File: src/rtl/ball_collision_scheduler.sv
// N-ball pairwise collision resolver: snapshots all balls each frame, scans pairs i<j one per
// clock with a look-ahead distance test, swaps dominant-axis speeds and applies a per-pair cooldown.
module ball_collision_scheduler #(
  parameter int unsigned N_BALLS          = 4,
  parameter int unsigned W                = 11,
  parameter int unsigned DISTANCE_SQUARED = 1023,
  parameter int unsigned LOOKAHEAD_SHIFT  = 1,
  parameter int unsigned COOLDOWN_FRAMES  = 5
) (
  input  logic                 clk,
  input  logic                 reset,
  input  logic                 frame_start,
  input  logic [N_BALLS*W-1:0] x,
  input  logic [N_BALLS*W-1:0] y,
  input  logic [N_BALLS*W-1:0] xspeed,
  input  logic [N_BALLS*W-1:0] yspeed,
  output logic [N_BALLS*W-1:0] new_xspeed,
  output logic [N_BALLS*W-1:0] new_yspeed,
  output logic [N_BALLS-1:0]   collided,
  output logic                 done,
  output logic                 busy,
  output logic                 overrun
);

  localparam int unsigned P  = N_BALLS * (N_BALLS - 1) / 2;
  localparam int unsigned IW = $clog2(N_BALLS);
  localparam int unsigned PW = (P > 1) ? $clog2(P) : 1;
  localparam int unsigned CW = (COOLDOWN_FRAMES > 0) ? $clog2(COOLDOWN_FRAMES + 1) : 1;
  localparam int unsigned LW = W + 2;
  localparam int unsigned DW = W + 3;
  localparam int unsigned SW = 2 * W + 5;

  localparam logic [SW-1:0] DSQ     = SW'(DISTANCE_SQUARED);
  localparam logic [CW-1:0] CD_LOAD = CW'(COOLDOWN_FRAMES);
  localparam logic [IW-1:0] LAST_I  = IW'(N_BALLS - 2);
  localparam logic [IW-1:0] LAST_J  = IW'(N_BALLS - 1);

  typedef enum logic [1:0] {StIdle, StScan, StDone} state_e;

  state_e state_q, state_d;

  logic signed [W-1:0] wx_q  [N_BALLS];
  logic signed [W-1:0] wy_q  [N_BALLS];
  logic signed [W-1:0] wvx_q [N_BALLS];
  logic signed [W-1:0] wvy_q [N_BALLS];
  logic [N_BALLS-1:0]  wcol_q;
  logic [CW-1:0]       cd_q  [P];
  logic [P-1:0]        blk_q;
  logic [IW-1:0]       i_q, j_q;
  logic [PW-1:0]       p_q;

  logic signed [LW-1:0] lax_i, lax_j, lay_i, lay_j;
  logic signed [DW-1:0] dx, dy;
  logic [DW-1:0]        adx, ady;
  logic [SW-1:0]        adx_w, ady_w, d2;
  logic                 hit, swap_x, last_pair;

  always_ff @(posedge clk) begin
    if (reset) begin
      state_q <= StIdle;
    end else begin
      state_q <= state_d;
    end
  end

  always_comb begin
    state_d = state_q;
    unique case (state_q)
      StIdle:  if (frame_start) state_d = StScan;
      StScan:  if (last_pair) state_d = StDone;
      StDone:  state_d = StIdle;
      default: state_d = StIdle;
    endcase
  end

  assign busy = (state_q != StIdle);

  // Pair evaluation reads the working arrays, so swaps from earlier pairs feed later ones.
  always_comb begin
    lax_i = LW'(wx_q[i_q]) + (LW'(wvx_q[i_q]) <<< LOOKAHEAD_SHIFT);
    lax_j = LW'(wx_q[j_q]) + (LW'(wvx_q[j_q]) <<< LOOKAHEAD_SHIFT);
    lay_i = LW'(wy_q[i_q]) + (LW'(wvy_q[i_q]) <<< LOOKAHEAD_SHIFT);
    lay_j = LW'(wy_q[j_q]) + (LW'(wvy_q[j_q]) <<< LOOKAHEAD_SHIFT);
    dx    = DW'(lax_j) - DW'(lax_i);
    dy    = DW'(lay_j) - DW'(lay_i);
    adx   = dx[DW-1] ? -dx : dx;
    ady   = dy[DW-1] ? -dy : dy;
    adx_w = SW'(adx);
    ady_w = SW'(ady);
    d2    = adx_w * adx_w + ady_w * ady_w;
    hit       = !blk_q[p_q] && (d2 <= DSQ);
    swap_x    = (adx >= ady);
    last_pair = (i_q == LAST_I) && (j_q == LAST_J);
  end

  always_ff @(posedge clk) begin
    if (reset) begin
      for (int k = 0; k < N_BALLS; k++) begin
        wx_q[k]  <= '0;
        wy_q[k]  <= '0;
        wvx_q[k] <= '0;
        wvy_q[k] <= '0;
      end
      for (int p = 0; p < P; p++) begin
        cd_q[p] <= '0;
      end
      blk_q      <= '0;
      wcol_q     <= '0;
      i_q        <= '0;
      j_q        <= '0;
      p_q        <= '0;
      new_xspeed <= '0;
      new_yspeed <= '0;
      collided   <= '0;
      done       <= 1'b0;
      overrun    <= 1'b0;
    end else begin
      done    <= 1'b0;
      overrun <= frame_start && (state_q != StIdle);
      unique case (state_q)
        StIdle: begin
          if (frame_start) begin
            for (int k = 0; k < N_BALLS; k++) begin
              wx_q[k]  <= x[k*W +: W];
              wy_q[k]  <= y[k*W +: W];
              wvx_q[k] <= xspeed[k*W +: W];
              wvy_q[k] <= yspeed[k*W +: W];
            end
            // Blocking uses the pre-decrement count so a pair sits out exactly
            // COOLDOWN_FRAMES frames after a hit.
            for (int p = 0; p < P; p++) begin
              blk_q[p] <= (cd_q[p] != '0);
              if (cd_q[p] != '0) cd_q[p] <= cd_q[p] - CW'(1);
            end
            wcol_q <= '0;
            i_q    <= '0;
            j_q    <= IW'(1);
            p_q    <= '0;
          end
        end
        StScan: begin
          if (hit) begin
            if (swap_x) begin
              wvx_q[i_q] <= wvx_q[j_q];
              wvx_q[j_q] <= wvx_q[i_q];
            end else begin
              wvy_q[i_q] <= wvy_q[j_q];
              wvy_q[j_q] <= wvy_q[i_q];
            end
            wcol_q[i_q] <= 1'b1;
            wcol_q[j_q] <= 1'b1;
            cd_q[p_q]   <= CD_LOAD;
          end
          p_q <= p_q + PW'(1);
          if (j_q == LAST_J) begin
            i_q <= i_q + IW'(1);
            j_q <= i_q + IW'(2);
          end else begin
            j_q <= j_q + IW'(1);
          end
        end
        StDone: begin
          for (int k = 0; k < N_BALLS; k++) begin
            new_xspeed[k*W +: W] <= wvx_q[k];
            new_yspeed[k*W +: W] <= wvy_q[k];
          end
          collided <= wcol_q;
          done     <= 1'b1;
        end
        default: ;
      endcase
    end
  end

endmodule

File: config.mk
export PLATFORM = sky130hd
export DESIGN_NAME = ball_collision_scheduler
export DESIGN_NICKNAME = d
export VERILOG_FILES = /design/src/rtl/ball_collision_scheduler.sv
export SDC_FILE = /design/constraint.sdc
export NUM_CORES = 1
export LEC_CHECK = 0
export ABC_AREA = 1
export BUFFER_PORTS_ARGS = -buffer_cell sky130_fd_sc_hd__buf_4
export CAP_MARGIN = 5
export CORE_UTILIZATION = 55
export CTS_BUF_LIST = sky130_fd_sc_hd__clkbuf_4 sky130_fd_sc_hd__clkbuf_8 sky130_fd_sc_hd__clkbuf_16
export CTS_CLUSTER_DIAMETER = 60
export DETAILED_ROUTE_END_ITERATION = 8
export PLACE_DENSITY = 0.75
export SLEW_MARGIN = 10
export SYNTH_ARGS = -nofsm -noshare
export SYNTH_HDL_FRONTEND = slang
export SYNTH_SLANG_ARGS = --single-unit
File: constraint.sdc
create_clock -name clk -period 17.1 [get_ports clk]
set_input_delay 1.71 -clock clk [delete_from_list [all_inputs] [get_ports clk]]
set_output_delay 1.71 -clock clk [all_outputs]
set_load 0.02 [all_outputs]
# Word level (Yosys, flattened, before mapping)
# Memories as Yosys holds them, arrays and structs flattened. A register that Yosys moved wholly into a read port is not among the register bits.
# Cells that the tools add are included.
# totals
rom_bits,0
output_inout_bits,95
ram_bits,194
regBits,25
n_memories,5
latchBits,0
input_bits,179
wordCells,224
# op_classes
bitwise,24
mux,125
n_reduce_logical,25
magnitude_cmp,7
addsub,19
n_div,0
n_mul,2
shifts,0
eq_ne,8
# mem_list
memory,words,width,read_ports,rd_ports_with_merged_regs,wr,line_no,text
wvx_q,4,11,6,6,4,44,logic signed [W-1:0] wvx_q [N_BALLS];
wvy_q,4,11,6,6,4,45,logic signed [W-1:0] wvy_q [N_BALLS];
wx_q,4,11,2,2,4,42,logic signed [W-1:0] wx_q [N_BALLS];
wy_q,4,11,2,2,4,43,logic signed [W-1:0] wy_q [N_BALLS];
cd_q,6,3,6,0,6,47,logic [CW-1:0] cd_q [P];
# ops
operator,count
$mux 11,20
$mux 1,59
$mul 14x14->27,2
$add 11x12->13,4
$mux 2,25
$reduce_or 11->1,4
$mux 14,2
$neg 14->14,2
$sub 13x13->14,2
$add 27x27->27,1
$le 27x10->1 const B,1
$mux 3,9
$or 1x1->1,22
$reduce_bool 3->1,6
$sub 3x1->3 const B,6
$ge 14x14->1,1
$pmux 2 s2,3
$mux 4,2
$ne 2x2->1 const B,4
$or 4x4->4,2
$pmux 4 s2,1
$eq 2x2->1 const B,3
$lt 2x3->1 const B,2
$pmux 3 s2,1
15 further kinds,26

# Longest topological paths before layout
# logic_depth
word_depth,14
mapped_depth,66
depth_no_buf,60

# Worst setup path after synthesis
# Ideal clock, no wire load.
# synth_timing
path_kind,reg2reg
from,register with a tool-made name
to,memory wvx_q[2][0] (enable)
path_stages_with_launch,55
path_buffers,6
setup_slack_ps,5373
setup_ps,383
synth_period_minus_slack_ps,11727
required_time_ps,16717
arrival_time_ps,11344
path_cell_list,dfxtp_1 > inv_2 > buf_4 > buf_4 > clkbuf_1 > clkbuf_1 > o21ai_0 > o22ai_1 > fa_1 > fa_1 > ha_1 > inv_1 > o21ai_0 > a21oi_1 > nor2_1 > a211oi_1 > nand2_1 > nand2_1 > (+19 left out) > fa_1 > inv_1 > ha_1 > a21oi_1 > a21boi_0 > o211ai_1 > a21o_1 > inv_1 > o21ai_0 > xor2_1 > nor2_1 > nand4_1 > nor2_1 > nand3_4 > nor2_4 > buf_4 > nand2_1 > o211ai_1
# synth_rtl
item,line_no
end: declaration,44

==> parameters.txt <==
Parameter                              Value

Floorplanning
  Die span in y ... around 240 um
  Core Footprint ... roughly 55000 um^2
  Row count ... 86
  Number of ports placed on the die boundary ... 274
  Die boundary width ... approximately 240 um
  Area of the die ... between 50000 and 60000 um^2
  Initial Util ... between 50% and 60%

Final layout
  Area Growth Syn to Fin ... 12.0%
  Fraction of final layout cells with drive strength greater than 1 ... 10.9%
  Most common cell after layout, fill and taps aside ... inv_1
  Number of nets in the layout ... a little under 5k
  Fill cells ... a little under 5k
  Commonest cells after routing, fill and taps aside ... inv_1, nand2_1, nor2_1

Worst setup path
  Peak fanout along the critical path ... 50
  Data arrival time of the critical path ... 15.41 ns
  Worst path max stage delay ... 0.91 ns
  Category of the critical setup timing path ... flip-flop to flip-flop
  Data required time of the worst path ... between 15 and 20 ns
  Flop-to-flop setup slack ... 1.86 ns
  Reg2reg path depth ... 52
  Most frequent cell on the critical path ... inv_1
  Nature of the critical path endpoint ... flip-flop
  Endpoint of the most critical register-to-register path ... wvx_q[2][1]
  Cell with the biggest individual delay on the critical path ... o211ai_1
  Worst Setup Start Kind ... flip-flop

Placement
  Port bufs ... about 270
  Half-perimeter wire length after detailed placement ... 76.5 mm
  Final estimated routing congestion in global placement ... 1.06

Timing
  Fin Clk Skew ... ~0.02 ns
  Setup total negative slack ... 0 ns
  Unrepaired setup endpoints after global routing ... false
  Endpoints failing setup ... 0
  Hold_ws ... ~0.45 ns
  Actual slew at the worst max-slew pin ... 1.23 ns
  F_max ... around 0.066 GHz
  Fin crit share ... 89.1%
  Fin crit period ... 15.24 ns
  Final number of max-transition violations ... 0
  Final-report hold violation count ... 0
  Normalized max-slew margin ... between 10% and 20%

Synth
  EDFF count, synth ... roughly 180
  Share of flip-flops with an asynchronous set or reset ... 0%
  Primary flip-flop cell chosen by synthesis mapping ... edfxtp_1
  Netlist cell types ... 64
  Leading post-synthesis cells by cell area ... fa_1, edfxtp_1, inv_1
  Post-synthesis instance area ... 31000 um^2
  Cell taking the most area after synthesis ... fa_1
  Count of mapped cells out of synthesis ... between 3k and 4k
  Share of synthesized area occupied by flip-flops and latches ... approximately 26%
  Yosys warnings ... 0
  Average cell area after synthesis ... 7.88 um^2
  Area fraction of the dominant cell type after synthesis ... between 20% and 30%
  Number of synthesized register bits ... around 310

Clock tree
  Clk Tree Root Cell ... clkbuf_16
  Max Root-Sink Buffers ... 3
  Clock transition at the registers of the reported paths ... 0.06 ns
  Buffers inserted by post-CTS timing repair ... 0
  Max H-tree Level ... 2
  CTS Sinks ... between 300 and 400
  Num CTS Buffers ... 36
  Clock Latency Late Sink ... 0.55 ns
  CTS tree ... done
  Hold_buf cts ... 0
  CTS resizes ... 0

Global route
  Vias in the first global route ... between 20k and 30k
  Most heavily used metal layer in global routing ... met1
  Wire length of the first global-routing pass ... approximately 150 mm
  Number of antenna violations at the first check in global routing ... 4
  Total Routing Usage GR ... roughly 34%
  Overflow left after global routing ... 0
  Met2 capacity usage during global routing ... 48.9%
  Met3 track demand over resource in global routing ... 8.74%
  Met1 GRT Util ... approximately half
  Pin count of the biggest net entering global routing ... between 100 and 150

Job
  Max-capacitance violation count ... 0

Min path
  Worst min-delay path category ... flip-flop to flip-flop
  Launch point of the worst hold path ... blk_q[4]
  Hold path endpoint ... blk_q[4]
  Number of cells traversed by the worst hold path ... 2

Routing
  Post-detailed-routing wire length ... a little under 100 mm
  Detailed-route vias per instance ... 5.54
  Vias ... around 27k
  Drt first pass iters ... 6
  Count of antenna-violating nets left after detailed routing ... 0
  First-iteration detailed-routing DRC count ... 3484
  DRC viols ... 0
  Routed wire per std cell ... about 20 um

Status
  Outcome ... finished, final reports clean
## how the worst max path moves through the flow
stage,endpoint,slack [ns],depth (start not counted)
finish,wvx_q[2][1],1.86,52
CTS,wvx_q[2][1],2.18,52
detailed placement,wvx_q[2][0],2.21,52
global route,wvx_q[2][1],0.90,52
floorplan,wvx_q[2][0],5.37,54
global placement,wvx_q[2][3],2.38,52
## kinds of logic (layout without fill, tap and decap cells)
group / after synthesis / count (layout) / synth area share, %
AND/OR/NAND/NOR: 1579 / 1579 / 21.6
buffers and inverters: 1016 / 1215 / 13.2
adder cells (fa/ha/maj): 526 / 526 / 29.3
AO/OA/AOI/OAI: 453 / 453 / 8.66
flip-flops: 311 / 311 / 25.7
XOR/XNOR: 51 / 51 / 1.44
other: 2 / 26 / 0.0242
## synth_stat cells, types with 5 or more instances
| cell | n |
|---|---|
| o211ai_1 | 11 |
| clkbuf_1 | 119 |
| buf_4 | 14 |
| buf_8 | 5 |
| xor2_1 | 35 |
| nor2_1 | 529 |
| nand3_2 | 18 |
| nor3_1 | 12 |
| inv_1 | 823 |
| a31oi_1 | 5 |
| fa_1 | 336 |
| nand3b_1 | 6 |
| o221ai_1 | 6 |
| nand2_2 | 15 |
| a32o_1 | 22 |
| a21oi_1 | 123 |
| o21ai_0 | 182 |
| buf_6 | 15 |
| o22ai_1 | 39 |
| a32oi_1 | 32 |
| nand4_1 | 110 |
| a21o_1 | 8 |
| buf_2 | 11 |
| xnor2_1 | 16 |
| nor2_2 | 5 |
| a211oi_1 | 5 |
| edfxtp_1 | 176 |
| dfxtp_1 | 135 |
| inv_2 | 6 |
| and2_1 | 5 |
| or2_2 | 8 |
| ha_1 | 190 |
| nand3_1 | 122 |
| nand2_1 | 734 |
| buf_1 | 8 |
## registers in the layout, summed over array words and instances, names as in the netlist, 3 cells and up, named ones only
name and count:
new_xspeed 44, new_yspeed 44, wvx_q 44, wvy_q 44, wx_q 44, wy_q 44, cd_q 18, blk_q 6
collided 4, wcol_q 4, p_q 3
## per-stage QoR
step | setup WS, ns | std cells | cell area (um^2) | utilization, %
2_1_floorplan | 5.37 | 3959 | 31100 | -
3_3_place_gp | 2.38 | 4840 | 33500 | 60.4
3_5_place_dp | 2.21 | 4840 | 33500 | 60.4
4_1_cts | 2.18 | 4906 | 34800 | 62.7
5_1_grt | 0.905 | 4908 | 34800 | 62.8
6_report | 1.86 | 4909 | 34800 | 62.8
## critical path: cells and delay by family (launching register included)
family,cells,cell delay [ns]
adder cells (fa/ha/maj),11,4.96
AND/OR/NAND/NOR,21,3.58
buffers and inverters,13,2.61
XOR/XNOR,1,0.88
AO/OA/AOI/OAI,6,2.23
flip-flops,1,0.54
## cell type report
cell class                 instances  area [um^2]  share of cell area, %
antenna                            3         7.51                 0.0216
clock buffer                      49         1060                   3.06
clock inverter                    17          228                  0.655
inverter                         835         3140                   9.03
multi-input combinational       2632        19000                   54.8
sequential                       311         8000                   23.0
tap                              748          936                   2.69
timing repair buffer             314         2360                   6.78
## per-layer routing
metal | up-vias | part of all wire [%]
met2 | 1490 | 42
met1 | 12800 | 42
met4 | 2 | 3.6
met5 | - | 0.014
li1 | 12700 | -
met3 | 188 | 12
Power is left out: the tool's default activity adds up to more than one toggle a clock period on the data nets, which glitch-free logic cannot reach.
